===== config.mk =====
export PLATFORM = sky130hd
export DESIGN_NAME = dlx_multicycle_ctrl
export DESIGN_NICKNAME = d
export VERILOG_FILES = /design/src/rtl/dlx_ctrl_pkg.sv /design/src/rtl/dlx_opclass_decode.sv /design/src/rtl/dlx_multicycle_ctrl.sv
export SDC_FILE = /design/constraint.sdc
export NUM_CORES = 1
export LEC_CHECK = 0
export CAP_MARGIN = 15
export CORE_MARGIN = 10
export CORE_UTILIZATION = 49
export DETAILED_ROUTE_END_ITERATION = 8
export PLACE_DENSITY = 0.84
export SLEW_MARGIN = 20
export SYNTH_ARGS = -nofsm -noshare
export SYNTH_HDL_FRONTEND = slang
export SYNTH_SLANG_ARGS = --single-unit

===== constraint.sdc =====
create_clock -name clk -period 2.4 [get_ports clk]
set_input_delay 0.24 -clock clk [delete_from_list [all_inputs] [get_ports clk]]
set_output_delay 0.24 -clock clk [all_outputs]
set_load 0.01 [all_outputs]

===== src/rtl/dlx_ctrl_pkg.sv =====
// Shared types and encodings for the multicycle DLX control FSM.
package dlx_ctrl_pkg;

  typedef enum logic [3:0] {
    ST_FETCH    = 4'd0,
    ST_DECODE   = 4'd1,
    ST_EXEC_R   = 4'd2,
    ST_EXEC_I   = 4'd3,
    ST_WB_ALU   = 4'd4,
    ST_MEM_ADDR = 4'd5,
    ST_MEM_RD   = 4'd6,
    ST_WB_MEM   = 4'd7,
    ST_MEM_WR   = 4'd8,
    ST_BRANCH   = 4'd9,
    ST_JUMP     = 4'd10,
    ST_HALT     = 4'd11,
    ST_TRAP     = 4'd12
  } state_e;

  localparam logic [5:0] OP_R    = 6'h00;
  localparam logic [5:0] OP_J    = 6'h02;
  localparam logic [5:0] OP_BEQZ = 6'h04;
  localparam logic [5:0] OP_BNEZ = 6'h05;
  localparam logic [5:0] OP_ADDI = 6'h08;
  localparam logic [5:0] OP_SUBI = 6'h0a;
  localparam logic [5:0] OP_ANDI = 6'h0c;
  localparam logic [5:0] OP_ORI  = 6'h0d;
  localparam logic [5:0] OP_XORI = 6'h0e;
  localparam logic [5:0] OP_SLLI = 6'h14;
  localparam logic [5:0] OP_SRLI = 6'h16;
  localparam logic [5:0] OP_SRAI = 6'h17;
  localparam logic [5:0] OP_SEQI = 6'h18;
  localparam logic [5:0] OP_SNEI = 6'h19;
  localparam logic [5:0] OP_SLTI = 6'h1a;
  localparam logic [5:0] OP_SLEI = 6'h1c;
  localparam logic [5:0] OP_LW   = 6'h23;
  localparam logic [5:0] OP_SW   = 6'h2b;
  localparam logic [5:0] OP_HALT = 6'h3f;

  localparam logic [3:0] CLS_R       = 4'd0;
  localparam logic [3:0] CLS_IALU    = 4'd1;
  localparam logic [3:0] CLS_LW      = 4'd2;
  localparam logic [3:0] CLS_SW      = 4'd3;
  localparam logic [3:0] CLS_BEQZ    = 4'd4;
  localparam logic [3:0] CLS_BNEZ    = 4'd5;
  localparam logic [3:0] CLS_J       = 4'd6;
  localparam logic [3:0] CLS_HALT    = 4'd7;
  localparam logic [3:0] CLS_ILLEGAL = 4'd8;

  localparam logic [2:0] ALU_OP_ADD   = 3'd0;
  localparam logic [2:0] ALU_OP_BEQZ  = 3'd1;
  localparam logic [2:0] ALU_OP_LW    = 3'd2;
  localparam logic [2:0] ALU_OP_SW    = 3'd3;
  localparam logic [2:0] ALU_OP_FUNCT = 3'd4;

  localparam logic [1:0] PC_SRC_INC    = 2'd0;
  localparam logic [1:0] PC_SRC_BRANCH = 2'd1;
  localparam logic [1:0] PC_SRC_JUMP   = 2'd2;

  localparam logic [1:0] ALUB_REG  = 2'd0;
  localparam logic [1:0] ALUB_FOUR = 2'd1;
  localparam logic [1:0] ALUB_IMM  = 2'd2;

endpackage


===== src/rtl/dlx_opclass_decode.sv =====
// Combinational opcode -> instruction class decoder.
module dlx_opclass_decode
  import dlx_ctrl_pkg::*;
(
  input  logic [5:0] opcode_i,
  output logic [3:0] op_class_o
);

  // Classify the opcode; anything unlisted is illegal.
  always_comb begin
    op_class_o = CLS_ILLEGAL;
    case (opcode_i)
      OP_R:    op_class_o = CLS_R;
      OP_ADDI, OP_SUBI, OP_ANDI, OP_ORI, OP_XORI, OP_SLLI,
      OP_SRLI, OP_SRAI, OP_SEQI, OP_SNEI, OP_SLTI, OP_SLEI:
               op_class_o = CLS_IALU;
      OP_LW:   op_class_o = CLS_LW;
      OP_SW:   op_class_o = CLS_SW;
      OP_BEQZ: op_class_o = CLS_BEQZ;
      OP_BNEZ: op_class_o = CLS_BNEZ;
      OP_J:    op_class_o = CLS_J;
      OP_HALT: op_class_o = CLS_HALT;
      default: op_class_o = CLS_ILLEGAL;
    endcase
  end

endmodule


===== src/rtl/dlx_multicycle_ctrl.sv =====
// Main control FSM of the multicycle DLX core.
// Optional macro CTRL_TRAP_EN: illegal opcodes and memory timeouts enter an absorbing TRAP state.
module dlx_multicycle_ctrl
  import dlx_ctrl_pkg::*;
#(
  parameter int WAIT_MAX = 15
) (
  input  logic       clk,
  input  logic       rst_n,
  input  logic [5:0] opcode,
  input  logic       zero,
  input  logic       mem_ready,
  output logic       mem_req,
  output logic       mem_we,
  output logic       iord,
  output logic       ir_we,
  output logic       pc_we,
  output logic [1:0] pc_src,
  output logic       alu_src_a,
  output logic [1:0] alu_src_b,
  output logic [2:0] alu_op,
  output logic       reg_we,
  output logic       reg_dst,
  output logic       mem_to_reg,
  output logic       retire,
  output logic       halted,
  output logic       trap
);

  localparam logic [7:0] WAIT_MAX_C = 8'(WAIT_MAX);

  state_e     state_q, state_d;
  logic [7:0] wait_cnt_q, wait_cnt_d;
  logic [5:0] opcode_q, opcode_d;
  logic [3:0] op_class_s;
  logic       waiting_s;
`ifdef CTRL_TRAP_EN
  logic       timeout_s;
`endif

  dlx_opclass_decode u_opclass (
    .opcode_i   (opcode),
    .op_class_o (op_class_s)
  );

  assign waiting_s = ((state_q == ST_FETCH) || (state_q == ST_MEM_RD) ||
                      (state_q == ST_MEM_WR)) && !mem_ready;
`ifdef CTRL_TRAP_EN
  // This wait cycle is the WAIT_MAX-th one without a ready.
  assign timeout_s = waiting_s && (({1'b0, wait_cnt_q} + 9'd1) >= {1'b0, WAIT_MAX_C});
`endif

  // State, wait counter and latched opcode registers.
  always_ff @(posedge clk or negedge rst_n) begin
    if (!rst_n) begin
      state_q    <= ST_FETCH;
      wait_cnt_q <= 8'd0;
      opcode_q   <= OP_R;
    end else begin
      state_q    <= state_d;
      wait_cnt_q <= wait_cnt_d;
      opcode_q   <= opcode_d;
    end
  end

  // Opcode is captured while DECODE dispatches on it.
  always_comb begin
    if (state_q == ST_DECODE) begin
      opcode_d = opcode;
    end else begin
      opcode_d = opcode_q;
    end
  end

  // Wait counter: cleared on any state change, saturating while a memory state waits.
  always_comb begin
    if (state_d != state_q) begin
      wait_cnt_d = 8'd0;
    end else if (waiting_s && (wait_cnt_q < WAIT_MAX_C)) begin
      wait_cnt_d = wait_cnt_q + 8'd1;
    end else begin
      wait_cnt_d = wait_cnt_q;
    end
  end

  // Next-state and output decode; outputs are forced low while reset is asserted.
  always_comb begin
    state_d    = state_q;
    mem_req    = 1'b0;
    mem_we     = 1'b0;
    iord       = 1'b0;
    ir_we      = 1'b0;
    pc_we      = 1'b0;
    pc_src     = PC_SRC_INC;
    alu_src_a  = 1'b0;
    alu_src_b  = ALUB_REG;
    alu_op     = ALU_OP_ADD;
    reg_we     = 1'b0;
    reg_dst    = 1'b0;
    mem_to_reg = 1'b0;
    retire     = 1'b0;
    halted     = 1'b0;
    trap       = 1'b0;
    if (!rst_n) begin
      state_d = ST_FETCH;
    end else begin
      case (state_q)
        ST_FETCH: begin
          mem_req   = 1'b1;
          alu_src_b = ALUB_FOUR;
          alu_op    = ALU_OP_ADD;
          if (mem_ready) begin
            ir_we   = 1'b1;
            pc_we   = 1'b1;
            state_d = ST_DECODE;
          end
`ifdef CTRL_TRAP_EN
          else if (timeout_s) begin
            state_d = ST_TRAP;
          end
`endif
          else begin
            state_d = ST_FETCH;
          end
        end
        ST_DECODE: begin
          alu_src_b = ALUB_IMM;
          alu_op    = ALU_OP_ADD;
          case (op_class_s)
            CLS_R:              state_d = ST_EXEC_R;
            CLS_IALU:           state_d = ST_EXEC_I;
            CLS_LW, CLS_SW:     state_d = ST_MEM_ADDR;
            CLS_BEQZ, CLS_BNEZ: state_d = ST_BRANCH;
            CLS_J:              state_d = ST_JUMP;
            CLS_HALT:           state_d = ST_HALT;
            default: begin
`ifdef CTRL_TRAP_EN
              state_d = ST_TRAP;
`else
              retire  = 1'b1;
              state_d = ST_FETCH;
`endif
            end
          endcase
        end
        ST_EXEC_R: begin
          alu_src_a = 1'b1;
          alu_src_b = ALUB_REG;
          alu_op    = ALU_OP_FUNCT;
          state_d   = ST_WB_ALU;
        end
        ST_EXEC_I: begin
          alu_src_a = 1'b1;
          alu_src_b = ALUB_IMM;
          alu_op    = ALU_OP_FUNCT;
          state_d   = ST_WB_ALU;
        end
        ST_WB_ALU: begin
          reg_we  = 1'b1;
          reg_dst = (opcode_q == OP_R);
          retire  = 1'b1;
          state_d = ST_FETCH;
        end
        ST_MEM_ADDR: begin
          alu_src_a = 1'b1;
          alu_src_b = ALUB_IMM;
          if (opcode_q == OP_SW) begin
            alu_op  = ALU_OP_SW;
            state_d = ST_MEM_WR;
          end else begin
            alu_op  = ALU_OP_LW;
            state_d = ST_MEM_RD;
          end
        end
        ST_MEM_RD: begin
          mem_req = 1'b1;
          iord    = 1'b1;
          if (mem_ready) begin
            state_d = ST_WB_MEM;
          end
`ifdef CTRL_TRAP_EN
          else if (timeout_s) begin
            state_d = ST_TRAP;
          end
`endif
          else begin
            state_d = ST_MEM_RD;
          end
        end
        ST_WB_MEM: begin
          reg_we     = 1'b1;
          mem_to_reg = 1'b1;
          reg_dst    = 1'b0;
          retire     = 1'b1;
          state_d    = ST_FETCH;
        end
        ST_MEM_WR: begin
          mem_req = 1'b1;
          mem_we  = 1'b1;
          iord    = 1'b1;
          if (mem_ready) begin
            retire  = 1'b1;
            state_d = ST_FETCH;
          end
`ifdef CTRL_TRAP_EN
          else if (timeout_s) begin
            state_d = ST_TRAP;
          end
`endif
          else begin
            state_d = ST_MEM_WR;
          end
        end
        ST_BRANCH: begin
          alu_op  = ALU_OP_BEQZ;
          pc_src  = PC_SRC_BRANCH;
          retire  = 1'b1;
          pc_we   = (opcode_q == OP_BNEZ) ? !zero : zero;
          state_d = ST_FETCH;
        end
        ST_JUMP: begin
          pc_src  = PC_SRC_JUMP;
          pc_we   = 1'b1;
          retire  = 1'b1;
          state_d = ST_FETCH;
        end
        ST_HALT: begin
          halted  = 1'b1;
          state_d = ST_HALT;
        end
`ifdef CTRL_TRAP_EN
        ST_TRAP: begin
          trap    = 1'b1;
          state_d = ST_TRAP;
        end
`endif
        default: begin
          state_d = ST_FETCH;
        end
      endcase
    end
  end

endmodule


# Word-level counts from Yosys, hierarchy flattened
# Memory sizes are Yosys's and may differ from the RTL's.
# Index checks and enable logic that the tools add are counted.
[totals]
ff_bits = 10
rom_bits = 256
inputBits = 10
output_inout_bits = 19
word_cells = 76
memories = 1
[memory_table]
columns = ["memory", "words", "width", "rd", "rd_ports_with_merged_regs", "write_ports", "line", "rtl"]
rows = [
  ["(no name shown)", 64, 4, 1, 0, 0, "dlx_opclass_decode.sv:12", "case (opcode_i)"],
]
[classes]
mux = 39
n_eq_ne = 20
n_reduce_logical = 14
[ops]
columns = ["operator", "n"]
rows = [
  ["equality test 4 x 3 -> 1 bit, second input constant", 8],
  ["one-hot mux 4 bit (7 select lines)", 1],
  ["2-to-1 mux 1 bit", 26],
  ["one-hot mux 4 bit (6 select lines)", 1],
  ["equality test 4 x 2 -> 1 bit, second input constant", 4],
  ["equality test 4 bit, second input constant", 4],
  ["2-to-1 mux 4 bit", 3],
  ["OR reduction 2 bit", 5],
  ["one-hot mux 3 bit (3 select lines)", 1],
  ["OR reduction 3 bit", 3],
  ["equality test 4 x 1 -> 1 bit, second input constant", 2],
  ["zero test 4 bit", 2],
  ["one-hot mux 2 bit (2 select lines)", 2],
  ["OR reduction 8 bit", 1],
  ["equality test 6 x 3 -> 1 bit, second input constant", 1],
  ["equality test 6 bit, second input constant", 1],
  ["zero test 6 bit", 1],
  ["one-hot mux 1 bit (3 select lines)", 2],
  ["2-to-1 mux 2 bit", 2],
  ["OR reduction 4 bit", 1],
  ["2-to-1 mux 3 bit", 1],
  ["zero test 1 bit", 1],
]

# Longest topological paths before layout
# An unclocked memory read counts as a cell.
[logic_depth]
ltp_word = 6
mapped_depth = 7
depth_no_buf = 6

# Modules after synthesis
# From an unflattened synthesis, not the netlist that was laid out.
[unflattened]
hier_cells = 137
area_unflattened_um2 = 1081.0
[by_module_without_submodules]
columns = ["module", "seq_area_each_um2", "instances", "cells_each", "area_per_inst_um2"]
rows = [
  ["dlx_multicycle_ctrl", 250.2, 1, 103, 864.6],
  ["dlx_opclass_decode", 0.0, 1, 34, 216.5],
]

# Worst setup path after synthesis
# OpenSTA, ideal clock, no wires.
[synth_timing]
kind = "reg2out"
startpoint = "reg opcode_q[1]"
endpoint = "out pc_we"
arrival_time_ps = 1559
required_time_ps = 2160
path_buffers = 0
stages_incl_launch_ff = 7
path_slack_ps = 601
path_cell_list = "dfrtp_1 -> nor4_1 -> nand3_1 -> xor2_1 -> o31ai_1 -> a21oi_1 -> nor3b_1"
[synth_between]
elab_chain_cells = 4
[synth_rtl]
columns = ["item", "line", "rtl"]
rows = [
  ["start, declared", "dlx_multicycle_ctrl.sv:34", "logic [5:0] opcode_q, opcode_d;"],
  ["start signal, assigned", "dlx_multicycle_ctrl.sv:62", "opcode_q <= opcode_d;"],
  ["equality test 6 x 3 -> 1 bit", "dlx_multicycle_ctrl.sv:218", "pc_we = (opcode_q == OP_BNEZ) ? !zero : zero;"],
  ["2-to-1 mux 1 bit", "dlx_multicycle_ctrl.sv:218", ""],
  ["one-hot mux 1 bit (3 select lines)", "dlx_multicycle_ctrl.sv:107", "case (state_q)"],
  ["2-to-1 mux 1 bit", "dlx_multicycle_ctrl.sv:104", "if (!rst_n) begin"],
  ["end, declared", "dlx_multicycle_ctrl.sv:17", "output logic pc_we,"],
]
# No other way between the ends.

# Worst setup path after layout
# Ends and elaborated chain as after synthesis.

==> qor.csv <==
stage;metric;value;unit
run_status;outcome;complete, no violations;
clock_network;cts-hold-fix-buffers;0;
die;die_h;63.1;um
global_routing;first_global_vias;988;
routing;dr.pass1.iters;5;
worst_setup_path;rrSetupSlack;660;ps
sta;hold_viol_final;0;
sta;fin_crit;2320;ps
worst_setup_path;crit_arrival;2080;ps
sta;slew_violations;0;
power;p_int;369;uW
final_layout;nets;168;
worst_setup_path;crit_fanout;2;
worst_setup_path;critPathCaptureType;output pin;
sta;skew;0.637;ps
global_routing;track_usage;13.4;%
yosys;netlist_top_cells_area;dfrtp_1 (27%), nor2_1 (7.4%), mux2_2 (7.4%), nand3_1 (5.5%), nand2b_1 (4.8%);
yosys;synth_edf_count;0;
sta;period_share;96.6;%
clock_network;cts.htree.levels;1;
routing;wire_per_inst;14.8;um
yosys;synth.most_common_cell;nor2_1;
final_layout;post-route-cell-area;1290;um2
power;switching_share;32.4;%
clock_network;clk_pin_slew;60;ps
final_layout;instances_no_fill;181;
worst_setup_path;critical_path_class;flip-flop to output pin;
yosys;synth_top_area_share;27.5;%
routing;drc;0;
global_routing;antenna_found_initial;0;
yosys;ys_async_sr_fraction;100;%
yosys;netlist_top_cells_count;nor2_1 (18), dfrtp_1 (10), nand3_1 (10);
die;dieArea;3980;um2
power;power_density;422;nW/um2
yosys;ys_seq_elements;10;
final_layout;diodes;0;
clock_network;clk_latency;260;ps
routing;drt-initial-drc-count;42;
power;clockPowerShare;20.1;%
yosys;netlist_instances;122;
yosys;ys_warn_count;0;
yosys;synth.avg_cell_area;7.47;um2
die;rows;15;
clock_network;post_cts_buffers;0;
routing;vias_per_cell;5.88;
worst_setup_path;cp-start-kind;flip-flop;
placement;placed_area;1260;um2
worst_hold_path;hp-class;flip-flop to flip-flop;
clock_network;cts.sinks;10;
yosys;syn-num-nets;132;
final_layout;synthToLayoutAreaGrowth;41.9;%
sta;fmax;431;MHz
power;pwr-share-comb;35.2;%
routing;via_count;1065;
sta;tns;0;ps
placement;hpwl;2.18;mm
global_routing;grt_start_max_net_pins;15;
yosys;synth_cell_types;36;
clock_network;cts_max_path_buffers;2;
placement;dpl.cell_count;178;
clock_network;cts-root-buf;clkbuf_4;
sta;rsz0062_at_grt;yes;
placement;numPortBuffers;27;
global_routing;grt_pass1_wl;4.48;mm
yosys;yosys_most_used_dff;dfrtp_1;
routing;drt-total-wl;2.68;mm
power;ir_drop;0.381;mV
die;start_util;52.2;%
global_routing;grt-ovfl-total;0;
flow_run;maxCapViolCount;0;
clock_network;numCtsBuffers;3;
yosys;yosysTopAreaCell;dfrtp_1;
power;p_leak;0.000523;uW
routing;antenna_left;0;
yosys;synth_seq_area_share;27.5;%
die;dieWidth;63.1;um
clock_network;cts_tree;built;
yosys;syn_area;911;um2
die;core_region_area;1750;um2
die;io_pins;29;
worst_setup_path;worstPathRequired;2160;ps
sta;setup_viol;0;
power;switching_power;177;uW
power;p_seq_share;44.8;%
final_layout;drive_above_1_share;18.6;%
placement;gp_routability_congestion;0.793;
registers in the layout, indices dropped and copies added, names as in the netlist:
signal and flops:
opcode_q 6, state_q 4
cells in the final DEF (no fill, tap or decap), types with 2 or more instances in the layout:
master,netlist,final
dlygate4sd2_1,0,2
nor3b_1,2,2
a22oi_1,2,2
nor2_1,18,18
o21ai_0,7,7
a21oi_1,4,4
nor2b_1,5,4
or2_2,3,3
nand2_1,8,8
clkdlybuf4s50_1,0,24
nand2b_1,7,7
nand3_1,10,10
a31oi_1,5,5
and3_1,3,3
buf_4,1,12
dfrtp_1,10,10
nor3_1,4,4
clkbuf_4,0,3
mux2_2,6,6
nand3b_1,2,2
what timing repair did:
| item | in CTS | in global routing |
|---|---|---|
| endpoints found under the setup margin | 2 | 5 |
| gates resized for setup | 4 | 3 |
| pin swaps | 1 | 1 |
path summary, 6_finish.rpt:
kind                                    startpoint                       to  cells after the start
max                        opcode_q[1]$_DFFE_PN0P_                    pc_we                      7
min                        opcode_q[3]$_DFFE_PN0P_  opcode_q[3]$_DFFE_PN0P_                      1
max reg2reg                   state_q[1]$_DFF_PN0_  opcode_q[0]$_DFFE_PN0P_                      4
min reg2reg                opcode_q[3]$_DFFE_PN0P_  opcode_q[3]$_DFFE_PN0P_                      1
max in group asynchronous                    rst_n  opcode_q[5]$_DFFE_PN0P_                      2
min in group asynchronous                    rst_n     state_q[0]$_DFF_PN0_                      2
power groups by stage:
stage | Combinational [uW] | Sequential, uW | Clock, uW
floorplan | 117 | 226 | 0
global placement | 186 | 236 | 0
detailed placement | 192 | 241 | 0
CTS | 192 | 242 | 114
global route | 210 | 250 | 126
finish | 192 | 244 | 110
routing by layer:
layer | track usage, % | wire length, um | up-vias
li1 | - | - | 507
met1 | 14.0 | 1080 | 503
met2 | 24.2 | 1360 | 49
met3 | 4.24 | 180 | 6
met4 | 5.31 | 55 | 0
met5 | 0 | 0 | -
area by class of cell:
| type | count | area [um2] |
|---|---|---|
| timing repair buffer | 39 | 357 |
| clock buffer | 3 | 22.5 |
| fill | 140 | 453 |
| inverter | 2 | 7.51 |
| multi-input combinational | 102 | 624 |
| sequential | 10 | 250 |
| tap | 25 | 31.3 |
cell families (layout without fill, tap and decap cells):
logic type	after synthesis	after routing	synth area share [%]
flip-flops	10	10	27.5
XOR/XNOR	1	1	0.962
adder cells (fa/ha/maj)	1	1	1.24
AND/OR/NAND/NOR	68	68	40.0
AO/OA/AOI/OAI	25	25	17.6
multiplexers	6	6	7.42
buffers and inverters	10	44	4.94
other	1	1	0.412
worst max-delay path: stages (launching register included):
cell           delay [ps]
dfrtp_1               400
nor4_2                320
nand3_1               130
xor2_1                150
o31ai_1               260
a21oi_1               110
nor3b_1               170
dlygate4sd1_1         280
metrics by stage:
| step | power (uW) | hold WS (ps) | setup slack [ps] | utilization, % |
|---|---|---|---|---|
| after detailed placement | 433 | 525 | -109 | 72.5 |
| after global placement | 423 | 516 | -18.2 | 72.5 |
| final | 545 | 553 | 81.8 | 74.1 |
| after global routing | 585 | 553 | -44.7 | 74.1 |
| after floorplan | 343 | -55.6 | 601 | - |
| after CTS | 548 | 544 | -1.99 | 73.9 |
No activity file was read; power rests on OpenSTA's default activity.
